==> src/rtl/bitstream_loader.sv <==
// bitstream_loader: accepts host words over valid/ready and shifts them LSB-first onto
// the Core configuration chain, holding the fabric in reset until LEN_BITS bits are in.
//   state  | meaning
//   S_IDLE | out of reset, waiting for start
//   S_LOAD | accepting words and shifting bits onto prog_in/prog_en
//   S_DONE | chain fully loaded, fabric released from reset
//   S_ERR  | aborted or host stalled too long; fabric held in reset
module bitstream_loader #(
  parameter int LEN_BITS  = 4416,
  parameter int WORD_W    = 32,
  parameter int STALL_MAX = 255
) (
  input  logic              prog_clk,
  input  logic              rst_n,
  input  logic              start,
  input  logic              abort,
  input  logic [WORD_W-1:0] wr_data,
  input  logic              wr_valid,
  output logic              wr_ready,
  output logic              prog_in,
  output logic              prog_en,
  output logic              fabric_rst_n,
  output logic              busy,
  output logic              done,
  output logic              error,
  output logic [12:0]       bit_count
);

  localparam int CNT_W   = 13;
  localparam int REM_W   = $clog2(WORD_W + 1);
  localparam int STALL_W = $clog2(STALL_MAX + 1);

  typedef enum logic [1:0] {S_IDLE, S_LOAD, S_DONE, S_ERR} state_t;

  state_t             state_q, state_d;
  logic [WORD_W-1:0]  buf_q, buf_d;
  logic [REM_W-1:0]   rem_q, rem_d;
  logic [CNT_W-1:0]   acc_q, acc_d;
  logic [CNT_W-1:0]   cnt_q, cnt_d;
  logic [STALL_W-1:0] stall_q, stall_d;
  logic               pin_q, pin_d;
  logic               pen_q, pen_d;
  logic               done_q, done_d;
  logic               err_q, err_d;
  logic               frst_q, frst_d;

  logic               in_load;
  logic               has_bit;
  logic               ready;
  logic               xfer;
  logic [CNT_W-1:0]   left;
  logic [REM_W-1:0]   chunk;

  assign in_load = (state_q == S_LOAD);
  assign has_bit = (rem_q != '0);
  assign left    = CNT_W'(LEN_BITS) - acc_q;
  // Final word may be partial; only its low `left` bits are kept.
  assign chunk   = (left >= CNT_W'(WORD_W)) ? REM_W'(WORD_W) : REM_W'(left);
  // Ready while the last buffered bit leaves, so a held-valid host streams without gaps.
  assign ready   = in_load && !abort && (rem_q <= REM_W'(1)) && (acc_q < CNT_W'(LEN_BITS));
  assign xfer    = ready && wr_valid;

  always_comb begin
    state_d = state_q;
    buf_d   = buf_q;
    rem_d   = rem_q;
    acc_d   = acc_q;
    cnt_d   = cnt_q;
    stall_d = stall_q;
    pin_d   = pin_q;
    pen_d   = 1'b0;
    done_d  = done_q;
    err_d   = err_q;
    frst_d  = frst_q;

    case (state_q)
      S_LOAD: begin
        if (abort) begin
          state_d = S_ERR;
          err_d   = 1'b1;
          frst_d  = 1'b0;
        end else begin
          if (has_bit) begin
            pin_d = buf_q[0];
            pen_d = 1'b1;
            buf_d = buf_q >> 1;
            rem_d = rem_q - 1'b1;
            cnt_d = cnt_q + 1'b1;
            if (cnt_q == CNT_W'(LEN_BITS - 1)) state_d = S_DONE;
          end
          if (xfer) begin
            buf_d   = wr_data;
            rem_d   = chunk;
            acc_d   = acc_q + CNT_W'(chunk);
            stall_d = '0;
          end else if (!has_bit) begin
            stall_d = stall_q + 1'b1;
            if (stall_q == STALL_W'(STALL_MAX - 1)) begin
              state_d = S_ERR;
              err_d   = 1'b1;
            end
          end
        end
      end
      S_IDLE, S_DONE, S_ERR: begin
        // done/fabric release lag the last driven bit by one cycle.
        if (state_q == S_DONE) begin
          done_d = 1'b1;
          frst_d = 1'b1;
        end
        if (start) begin
          state_d = S_LOAD;
          rem_d   = '0;
          acc_d   = '0;
          cnt_d   = '0;
          stall_d = '0;
          done_d  = 1'b0;
          err_d   = 1'b0;
          frst_d  = 1'b0;
        end
      end
      default: state_d = S_IDLE;
    endcase
  end

  always_ff @(posedge prog_clk or negedge rst_n) begin
    if (!rst_n) begin
      state_q <= S_IDLE;
      buf_q   <= '0;
      rem_q   <= '0;
      acc_q   <= '0;
      cnt_q   <= '0;
      stall_q <= '0;
      pin_q   <= 1'b0;
      pen_q   <= 1'b0;
      done_q  <= 1'b0;
      err_q   <= 1'b0;
      frst_q  <= 1'b0;
    end else begin
      state_q <= state_d;
      buf_q   <= buf_d;
      rem_q   <= rem_d;
      acc_q   <= acc_d;
      cnt_q   <= cnt_d;
      stall_q <= stall_d;
      pin_q   <= pin_d;
      pen_q   <= pen_d;
      done_q  <= done_d;
      err_q   <= err_d;
      frst_q  <= frst_d;
    end
  end

  assign wr_ready     = ready;
  assign prog_in      = pin_q;
  assign prog_en      = pen_q;
  assign fabric_rst_n = frst_q;
  assign busy         = in_load;
  assign done         = done_q;
  assign error        = err_q;
  assign bit_count    = cnt_q;

endmodule

==> config.mk <==
export PLATFORM = sky130hd
export DESIGN_NAME = bitstream_loader
export DESIGN_NICKNAME = d
export VERILOG_FILES = /design/src/rtl/bitstream_loader.sv
export SDC_FILE = /design/constraint.sdc
export NUM_CORES = 1
export LEC_CHECK = 0
export BUFFER_PORTS_ARGS = -buffer_cell sky130_fd_sc_hd__buf_4
export CORE_MARGIN = 2
export CORE_UTILIZATION = 59
export DETAILED_ROUTE_END_ITERATION = 7
export PLACE_DENSITY = 0.81
export SLEW_MARGIN = 30
export SYNTH_ARGS = -nofsm -noshare
export SYNTH_HDL_FRONTEND = slang
export SYNTH_SLANG_ARGS = --single-unit
==> constraint.sdc <==
create_clock -name prog_clk -period 12.2 [get_ports prog_clk]
set_input_delay 0.61 -clock prog_clk [delete_from_list [all_inputs] [get_ports prog_clk]]
set_output_delay 0.61 -clock prog_clk [all_outputs]
set_load 0.005 [all_outputs]
==> results.md <==
- Worst-Skew Late Latency: 360 ps
- Leading cell types in the layout, fill and taps excluded: 79 x dfrtp_1, 63 x nand2_1, 60 x o21ai_0
- R2R depth: 18
- Reg clk slew, reported paths: 80 ps
- DIE HEIGHT: 90.2 microns
- Setup crit end: acc_q[10]
- Cell Count Post-Placement: 611
- Final period util: 39.9%
- Post-CTS Setup Inserts: 0
- Vias in the first global route: around 3500
- Post-DP Area: 4840 sq um
- Syn Nets: 528
- Synth warn: 0
- Clock Skew: 13.8 ps
- Final Total Pwr: 0.797 mW
- Wire per inst: between 15 and 20 microns
- Worst hold margin: 290 ps
- Yosys cell types: 57
- Total gr overflow: 0
- First-pass GRT wire length: 16500 microns
- CP startpoint kind: flip-flop
- Leading cell type in the layout, fill and taps excluded: dfrtp_1
- ANT cells: 0
- Global placement routability congestion: 0.932
- Post-synthesis mux area share: 8.00%
- Final core occ: 70.2%
- Dpl hpwl: 6620 microns
- Largest net degree at the start of global routing: 80
- Setup violations, final: 0
- Initial antenna violation count: 0
- Layout cell share with drive strength beyond 1: 16.1%
- CTS sink count: 79
- Fin. max-slew vios: 0
- Cell Count, Final, Fillers Out: approximately 630
- # rows: 31
- Worst setup EP type: flip-flop
- Initial core utilization: 60.7%
- Gate Count Post-Synth: 482
- Min Tclk post-route: 4860 ps
- Critical Path RT: 12470 ps
- I/O pin count: 57
- Max VDD drop: 0.112 mV
- PnR worst setup slack: 7340 ps
- Port bufs: 56
- Synth Area in Compound Gates: 15.5%
- Clock buffer count from CTS: 9
- Worst r2r dst: acc_q[10]
- Vias after detailed routing: 3644
- Status: finished, final reports clean
- GRT Resource Usage Total: 24.5%
- Peak Freq: 206 MHz
- Worst slew pin tran: 736 ps
- Final Cell Area: 5060 sq um
- Post-Synth XOR/XNOR Area: under 10%
- CTS tree: yes
- Flop2flop setup slack: 7340 ps
- FF-to-FF Start: acc_q[1]
- Max_cap viols: 0
- CTS resizes: 0
- CP startpoint: acc_q[1]
- Leakage: 2.44 nW
- Place WS: 7380 ps
- CP Class: reg -> reg
- Post-synthesis register bit count: 79
- Simple-gate share of the synthesized area: 20.4%
- CTS H-tree depth: 3
- Die Width: 90.2 microns
- Root Buffer: clkbuf_8
- Antenna Nets Post-Route: 0
- Die area: 8130 sq um
- P per Cell Area: around 160 nW/um^2
- HP Class: in -> async
- Average size of a mapped cell: 9.09 sq um
- Max Buffers Root-to-Sink: 2
- Rel. slew slack: between 50% and 60%
- TNS Setup: 0 ps
- Post-Route WL: 9510 microns
- CP Data Arrival Time: 5140 ps
- Detailed Route Iter0 Violations: 287
- Nets: roughly 570
- Number of remaining DRC errors: 0
- Post-Synth Adder-Cell Area: 2.74%
- Unrepaired setup endpoints after global routing: false
- EDFF count, synth: 0
- Seq/Total Area, Yosys: 45.1%
- Synth Flop Type: dfrtp_1
- Asr flop ratio synth: 100%
- Crit Path Max Fanout: 12
- Routed vias/inst: 5.81
- Endpoints failing hold: 0
- Syn-to-layout area delta: 15.6%
- Area of the mapped netlist: 4380 sq um
- CTS Hold Bufs: 0
- Fillcell total: ~600
- Combinational family with the most area after synthesis: simple AND/OR/NAND/NOR gates
- 1st-pass router iterations: 5
- Core area: 7210 sq um
-- how the worst min path moves through the flow --
stage / end / slack, ps / cells past startpoint
2_1_floorplan: acc_q[0] / 310 / 0
3_3_place_gp: prog_in / 460 / 2
3_5_place_dp: prog_in / 460 / 2
4_1_cts: bit_count[5] / 320 / 1
5_1_grt: buf_q[0] / 360 / 1
6_report: stall_q[6] / 290 / 1
-- worst max-delay path: stages (launching register included) --
cell and delay [ps]:
dfrtp_1 450, inv_1 130, ha_1 190, nor3b_1 590, nand3_1 150, a2111oi_0 440, a41oi_1 190, nor2_1 660
and2_1 270, inv_1 70, fa_1 420, inv_1 70, a21oi_1 110, nor2_1 160, nor2_1 50, a211o_1 280
a21bo_1 220, a21oi_2 150, mux2i_1 190
-- power by group --
part / internal (mW) / switching, mW / leakage [nW]
Clock: 0.116 / 0.101 / 0.103
Combinational: 0.0956 / 0.120 / 1.27
Sequential: 0.319 / 0.0453 / 1.07
Total: 0.531 / 0.266 / 2.44
-- layer usage --
layer	vias up	track usage (%)	share of wire [%]	wire length, microns
li1	1787	-	-	-
met3	15	3.60	4.8	461
met5	-	0	0	0
met1	1739	33.8	45	4270
met4	0	7.82	1.7	163
met2	103	40.0	48	4610
-- sequential cells by signal, summed over array words and instances, names as in the netlist --
signal        count
stall_q           8
state_q           2
bit_count        13
done              1
fabric_rst_n      1
buf_q            32
prog_en           1
prog_in           1
acc_q            13
error             1
rem_q             6
-- cell type report --
class	count	area [sq um]	share of cell area (%)
inverters	15	56.3	1.11
well taps	99	124	2.45
clock inverters	6	92.6	1.83
flip-flops and latches	79	1980	39.1
multi-input cells	359	2240	44.2
repair buffers	59	447	8.83
clock buffers	10	128	2.52
-- logic make-up after synthesis --
group	Yosys count
and+or+nand+nor	181
buffers and inverters	44
adders and majority gates	9
xor gates and xnor gates	20
DFF	79
AOI/OAI and AO/OA	114
muxes	35
-- Yosys cell counts, types with 4 or more instances --
cell type,count,area share (%)
a21oi_1,16,1.8
a31oi_1,5,0.71
and2_1,6,0.86
and3_1,6,0.86
buf_1,6,0.51
buf_2,4,0.46
clkbuf_1,17,1.5
dfrtp_1,79,45
ha_1,8,2.3
inv_1,15,1.3
mux2i_1,35,8.0
nand2_1,63,5.4
nand2b_1,9,1.3
nand3_1,17,1.9
nand4_1,8,1.1
nor2_1,33,2.8
nor3_1,11,1.3
nor4_1,6,0.86
o21ai_0,60,6.9
o22ai_1,4,0.57
or3_1,7,1.0
xnor2_1,8,1.6
xor2_1,12,2.4
Power figures use the tool's default switching activity.
